## src/rtl/axis_segments_combin_nseg_pkg.sv

```systemverilog
// Shared types for the N-segment AXI-stream combiner: FSM states and mask scan helper.
package DataInterfacePkg;

  typedef enum logic [1:0] {IDLE, RUN, DRAIN} seg_combin_state_e;

  localparam int unsigned MAX_SEG = 8;

  typedef struct packed {
    logic       found;
    logic [2:0] idx;
  } next_bit_t;

  // Lowest set mask bit strictly above cur (cur = -1 finds the lowest set bit).
  function automatic next_bit_t next_set_bit(input logic [MAX_SEG-1:0] mask, input int cur);
    next_bit_t r;
    r = '0;
    for (int i = MAX_SEG - 1; i >= 0; i--) begin
      if (mask[i] && (i > cur)) begin
        r.found = 1'b1;
        r.idx   = 3'(i);
      end
    end
    return r;
  endfunction

endpackage

```

## src/rtl/axis_segments_combin_nseg_skid.sv

```systemverilog
// Two-entry register slice: registered ready upstream, full throughput, stable output under stall.
module axis_skid_reg #(
  parameter int unsigned WIDTH = 38
) (
  input  logic             clock,
  input  logic             rst_n,
  input  logic             en,
  input  logic [WIDTH-1:0] in_data,
  input  logic             in_valid,
  output logic             in_ready,
  output logic [WIDTH-1:0] out_data,
  output logic             out_valid,
  input  logic             out_ready,
  output logic             empty
);

  logic [WIDTH-1:0] main_q;
  logic [WIDTH-1:0] skid_q;
  logic             main_v;
  logic             skid_v;

  assign in_ready  = ~skid_v & en;
  assign out_valid = main_v & en;
  assign out_data  = main_q;
  assign empty     = ~main_v & ~skid_v;

  // Main entry drives the output; skid entry catches the beat accepted while main is stalled.
  always_ff @(posedge clock) begin
    if (!rst_n) begin
      main_q <= '0;
      skid_q <= '0;
      main_v <= 1'b0;
      skid_v <= 1'b0;
    end else if (en) begin
      if (!main_v || out_ready) begin
        if (skid_v) begin
          main_q <= skid_q;
          main_v <= 1'b1;
          skid_v <= 1'b0;
        end else begin
          main_v <= in_valid;
          if (in_valid) main_q <= in_data;
        end
      end else if (in_valid && !skid_v) begin
        skid_q <= in_data;
        skid_v <= 1'b1;
      end
    end
  end

endmodule

```

## src/rtl/axis_segments_combin_nseg.sv

```systemverilog
// N-segment AXI-stream combiner: concatenates enabled segments in index order into one packet.
module axis_segments_combin_nseg
  import DataInterfacePkg::*;
#(
  parameter int unsigned NSEG    = 3,
  parameter int unsigned DSIZE   = 32,
  parameter int unsigned KSIZE   = 4,
  parameter int          CUT_SEG = 1,
  parameter int unsigned LSIZE   = 16
) (
  input  logic                  clock,
  input  logic                  rst_n,
  input  logic                  clk_en,
  input  logic                  trigger,
  input  logic [NSEG-1:0]       seg_mask,
  input  logic [LSIZE-1:0]      cut_len,
  input  logic [NSEG*DSIZE-1:0] s_tdata,
  input  logic [NSEG*KSIZE-1:0] s_tkeep,
  input  logic [NSEG-1:0]       s_tuser,
  input  logic [NSEG-1:0]       s_tlast,
  input  logic [NSEG-1:0]       s_tvalid,
  output logic [NSEG-1:0]       s_tready,
  output logic [DSIZE-1:0]      m_tdata,
  output logic [KSIZE-1:0]      m_tkeep,
  output logic                  m_tuser,
  output logic                  m_tlast,
  output logic                  m_tvalid,
  input  logic                  m_tready,
  output logic                  busy
);

  localparam int unsigned CW = (NSEG > 1) ? $clog2(NSEG) : 1;
  localparam int unsigned PW = DSIZE + KSIZE + 2;

  seg_combin_state_e state;
  logic [CW-1:0]     cur;
  logic [NSEG-1:0]   mask_q;
  logic [LSIZE-1:0]  cut_q;
  logic [LSIZE-1:0]  cnt;

  logic [DSIZE-1:0]  sel_data;
  logic [KSIZE-1:0]  sel_keep;
  logic              sel_user;
  logic              sel_last;
  logic              sel_valid;
  logic              in_valid;
  logic              in_ready;
  logic              fire;
  logic              is_cut;
  logic              seg_end;
  logic              last_out;
  logic              sk_empty;
  next_bit_t         first;
  next_bit_t         nxt;
  logic [PW-1:0]     out_pl;

  // Select the current segment and steer ready back to it only.
  always_comb begin
    sel_data  = '0;
    sel_keep  = '0;
    sel_user  = 1'b0;
    sel_last  = 1'b0;
    sel_valid = 1'b0;
    s_tready  = '0;
    for (int i = 0; i < NSEG; i++) begin
      if (CW'(i) == cur) begin
        sel_data    = s_tdata[i*DSIZE +: DSIZE];
        sel_keep    = s_tkeep[i*KSIZE +: KSIZE];
        sel_user    = s_tuser[i];
        sel_last    = s_tlast[i];
        sel_valid   = s_tvalid[i];
        s_tready[i] = (state == RUN) & in_ready;
      end
    end
  end

  assign first    = next_set_bit(MAX_SEG'(seg_mask), -1);
  assign nxt      = next_set_bit(MAX_SEG'(mask_q), int'(cur));
  assign in_valid = (state == RUN) & sel_valid;
  assign fire     = in_valid & in_ready;
  assign is_cut   = (int'(cur) == CUT_SEG);
  // The cut segment ends on the beat count alone; its own tlast is ignored.
  assign seg_end  = is_cut ? (cnt == (cut_q - LSIZE'(1))) : sel_last;
  assign last_out = seg_end & ~nxt.found;

  always_ff @(posedge clock) begin
    if (!rst_n) begin
      state  <= IDLE;
      cur    <= '0;
      mask_q <= '0;
      cut_q  <= '0;
      cnt    <= '0;
      busy   <= 1'b0;
    end else if (clk_en) begin
      case (state)
        IDLE: begin
          if (trigger && first.found) begin
            state  <= RUN;
            busy   <= 1'b1;
            mask_q <= seg_mask;
            cut_q  <= (cut_len == '0) ? LSIZE'(1) : cut_len;
            cur    <= CW'(first.idx);
            cnt    <= '0;
          end
        end
        RUN: begin
          if (fire) begin
            if (seg_end) begin
              cnt <= '0;
              if (nxt.found) cur <= CW'(nxt.idx);
              else state <= DRAIN;
            end else if (is_cut) begin
              cnt <= cnt + LSIZE'(1);
            end
          end
        end
        DRAIN: begin
          if (sk_empty) begin
            state <= IDLE;
            busy  <= 1'b0;
          end
        end
        default: state <= IDLE;
      endcase
    end
  end

  axis_skid_reg #(.WIDTH(PW)) u_skid (
    .clock     (clock),
    .rst_n     (rst_n),
    .en        (clk_en),
    .in_data   ({sel_data, sel_keep, sel_user, last_out}),
    .in_valid  (in_valid),
    .in_ready  (in_ready),
    .out_data  (out_pl),
    .out_valid (m_tvalid),
    .out_ready (m_tready),
    .empty     (sk_empty)
  );

  assign {m_tdata, m_tkeep, m_tuser, m_tlast} = out_pl;

endmodule

```

## config.mk

```make
export PLATFORM = sky130hd
export DESIGN_NAME = axis_segments_combin_nseg
export DESIGN_NICKNAME = d
export VERILOG_FILES = /design/src/rtl/axis_segments_combin_nseg_pkg.sv /design/src/rtl/axis_segments_combin_nseg_skid.sv /design/src/rtl/axis_segments_combin_nseg.sv
export SDC_FILE = /design/constraint.sdc
export NUM_CORES = 1
export LEC_CHECK = 0
export CAP_MARGIN = 10
export CORE_AREA = 2 2 160 162
export CTS_CLUSTER_DIAMETER = 60
export DETAILED_ROUTE_END_ITERATION = 8
export DIE_AREA = 0 0 162 164
export PLACE_DENSITY = 0.49
export SETUP_SLACK_MARGIN = 0.02
export SYNTH_ARGS = -nofsm -noshare
export SYNTH_HDL_FRONTEND = slang
export SYNTH_SLANG_ARGS = --single-unit
export TNS_END_PERCENT = 100
```

## constraint.sdc

```tcl
create_clock -name clock -period 2.55 [get_ports clock]
set_clock_uncertainty 0.05 [all_clocks]
set_input_delay 0.3825 -clock clock [delete_from_list [all_inputs] [get_ports clock]]
set_output_delay 0.3825 -clock clock [all_outputs]
set_load 0.02 [all_outputs]
```

==> summary.md <==
| Metric | Value |
|---|---|
| Outcome | finished, final reports clean |
| Vias in the first global route | 5830 |
| DIE WIDTH | 162 microns |
| TritonCTS clock tree | yes |
| Number of flops mapped to enable cells by yosys | 0 |
| Port buffer count | 182 |
| First drt pass iteration count | 5 |
| WL per Instance | 14.7 microns |
| Kind of start point of the critical path | flop |
| Avg Cell Area, Syn | 7.60 sq um |
| ANT cells | 0 |
| DR iter-0 viols | 255 |
| Max stage delay on crit path | 420 ps |
| Final worst path period share | 95.6% |
| Total GRT Usage | 14.8% |
| CP max FO | 4 |
| Share of cells above drive strength 1 | 10.7% |
| Row count | 58 |
| Area Growth Syn to Fin | 49.3% |
| Crit path buffers/inverters | 0 |
| Gpl congestion | 0.806 |
| Final Setup Violations | 0 |
| Final hold vios | 0 |
| Die Y | 164 microns |
| Hold Path Origin | u_skid.out_data[28] |
| Crit path capture type | flop |
| Crit-path slowest cell | a2111oi_2 |
| Top cell type by total area after synthesis | dfxtp_1 |
| Req. time, crit path | 2790 ps |
| Clock slew at reported path FFs | 60 ps |
| #FFs+latches synth | 117 |
| Post-synthesis sequential area ratio | 38.2% |
| First-pass GRT wire length | 30800 microns |
| Global route overflow | 0 |
| Hold Path Class | reg2reg |
| Root buffer cell | clkbuf_16 |
| WHS Endpoint | u_skid.out_data[28] |
| DR DRC count | 0 |
| Place WS | 37.5 ps |
| Async set-or-reset flop fraction in the synthesized netlist | 0% |
| Fillers | 2658 |
| Total number of vias | 6153 |
| Total CTS buffers | 17 |
| Placed cells | 1301 |
| Most common flop cell mapped by yosys | dfxtp_1 |
| Initial antenna violation count | 0 |
| Slew HR | 52.6% |
| Post-Synthesis Cells | 806 |
| CTS sink cnt | 117 |
| H-tree levels | 4 |
| Max_cap viols | 0 |
| Slew @ Worst Pin | 711 ps |
| Cts hold-fix bufs | 0 |
| I/O pin count | 184 |
| Worst reg-to-reg setup slack | 110 ps |
| Synth top area cells | dfxtp_1 38%, nand2_1 8.1%, a21oi_1 7.6% |
| VDD IR-drop max | 0.000476 V |
| Most frequent cell after synthesis | nand2_1 |
| Area of the die | 0.0266 sq mm |
| Pleak | 3.11 nW |
| RSZ-0062 raised after global routing | true |
| Layout Nets | 1135 |
| Top post-synthesis cells by count | 132 x nand2_1, 117 x dfxtp_1, 109 x nor2_1 |
| Total Power | 5.23 mW |
| Final Util | 36.9% |
| Hold path cells | 2 |
| WP data arrival | 2680 ps |
| Worst r2r src | cut_q[5] |
| Synthesized Nets | 949 |
| Routed wire length | 19600 microns |
| Routed Antenna Nets | 0 |
| Core area | 0.0248 sq mm |
| Largest net degree at the start of global routing | 77 |
| Post-synthesis instance area | 0.00613 sq mm |
| Crit Reg-Reg Endpoint | cur[1] |
| Power per standard cell area | 571 mW/mm^2 |
| R2R depth | 7 |
| Clock latency on the worst-skew pair | 410 ps |
| Synth cell types | 51 |
| Worst path cell trace | nor4_4, and3_1, o2111ai_1, a2111oi_2, nand4_1, a211o_1, mux2i_1 |
| Fmax | 410 MHz |
| Ys Warns | 0 |
| Vias/cell | 4.61 |
| Post-route worst setup slack | 112 ps |
| Top cell type's share of synthesized area | 38.2% |
| Initial Util | 24.7% |
| DP HPWL | 14100 microns |
| Post-Layout Cell Count | 1335 |
| Clock buffer depth | 2 |
| Fin crit period | 2440 ps |
| Crit path max-delay family | compound AO/OA/AOI/OAI gates |
| Slew Limit Fails | 0 |
| Setup CP Type | reg2reg |
-- state kept, by name (all words and copies together) (netlist names) --
| register | count |
|---|---|
| mask_q | 2 |
| state | 2 |
| u_skid.out_data | 38 |
| u_skid.skid_v | 1 |
| cut_q | 16 |
| cnt | 16 |
| busy | 1 |
| cur | 2 |
| u_skid.skid_q | 38 |
| u_skid.main_v | 1 |
-- worst register-to-register path: cells and delay by family (launching register included) --
kind,cells,cell delay (ps)
DFF,1,380
muxes,1,130
and+or+nand+nor,3,800
AOI/OAI and AO/OA,3,970
-- per-layer routing --
metal	vias up	global-route usage [%]	part of all wire [%]
met1	2805	18.1	45
li1	3190	-	-
met2	149	24.4	47
met4	0	3.82	0.98
met3	9	5.73	6.9
met5	-	0	0
-- how the worst max path moves through the flow --
stage	start	endpoint	slack [ps]	cells after the start
floorplan	cut_q[3]	cnt[10]	130	9
global placement	cut_q[0]	cnt[15]	50	10
detailed placement	cut_q[0]	cnt[4]	40	10
CTS	cut_q[1]	cnt[15]	30	10
global route	cut_q[0]	cur[1]	-80	7
finish	cut_q[5]	cur[1]	110	7
-- cell type report --
type | count | area (sq um) | area share, %
Clock buffer | 18 | 429 | 4.69
Inverter | 10 | 38.8 | 0.424
Clock inverter | 14 | 139 | 1.52
Sequential cell | 117 | 2350 | 25.7
Timing Repair Buffer | 228 | 2250 | 24.5
Tap cell | 330 | 413 | 4.51
Multi-Input combinational cell | 618 | 3540 | 38.6
-- power breakdown --
part           switching (mW)  internal, mW
clock network           0.959          1.37
registers              0.0440          1.88
logic                   0.468         0.507
total                    1.47          3.76
-- what timing repair did --
action	4_1_cts	5_1_grt
setup endpoints to repair	11	20
pin swaps	2	4
resized for setup	5	7
buffers inserted	0	2
endpoints found under the hold margin	0	0
-- through the flow --
stage / hold WS (ps) / setup TNS, ps / instance area (sq um)
floorplan: 382 / 0 / 6130
global placement: 388 / 0 / 8540
detailed placement: 393 / 0 / 8540
CTS: 400 / 0 / 9110
global route: 414 / -917 / 9150
finish: 400 / 0 / 9150
-- cells by family (layout without fill, tap and decap cells) --
family / after synthesis / count (layout) / synth area share (%)
AOI/OAI and AO/OA: 212 / 212 / 20.7
xor gates and xnor gates: 30 / 30 / 4.29
adders and majority gates: 2 / 2 / 0.408
buffers and inverters: 71 / 270 / 4.69
DFF: 117 / 117 / 38.2
muxes: 44 / 44 / 7.21
and+or+nand+nor: 330 / 330 / 24.5
-- cell usage in the layout (no fill, tap or decap), types with 11 or more instances in the layout --
master / instances
nor2_1: 108
nor3_1: 17
buf_4: 39
a211oi_1: 37
o21ai_0: 44
dfxtp_1: 111
a21oi_1: 93
xnor2_1: 18
clkdlybuf4s50_1: 179
nand2_1: 132
mux2i_1: 43
xor2_1: 12
a22oi_1: 12
clkbuf_16: 17
nand3_1: 11
No activity file was read; power rests on OpenSTA's default activity.
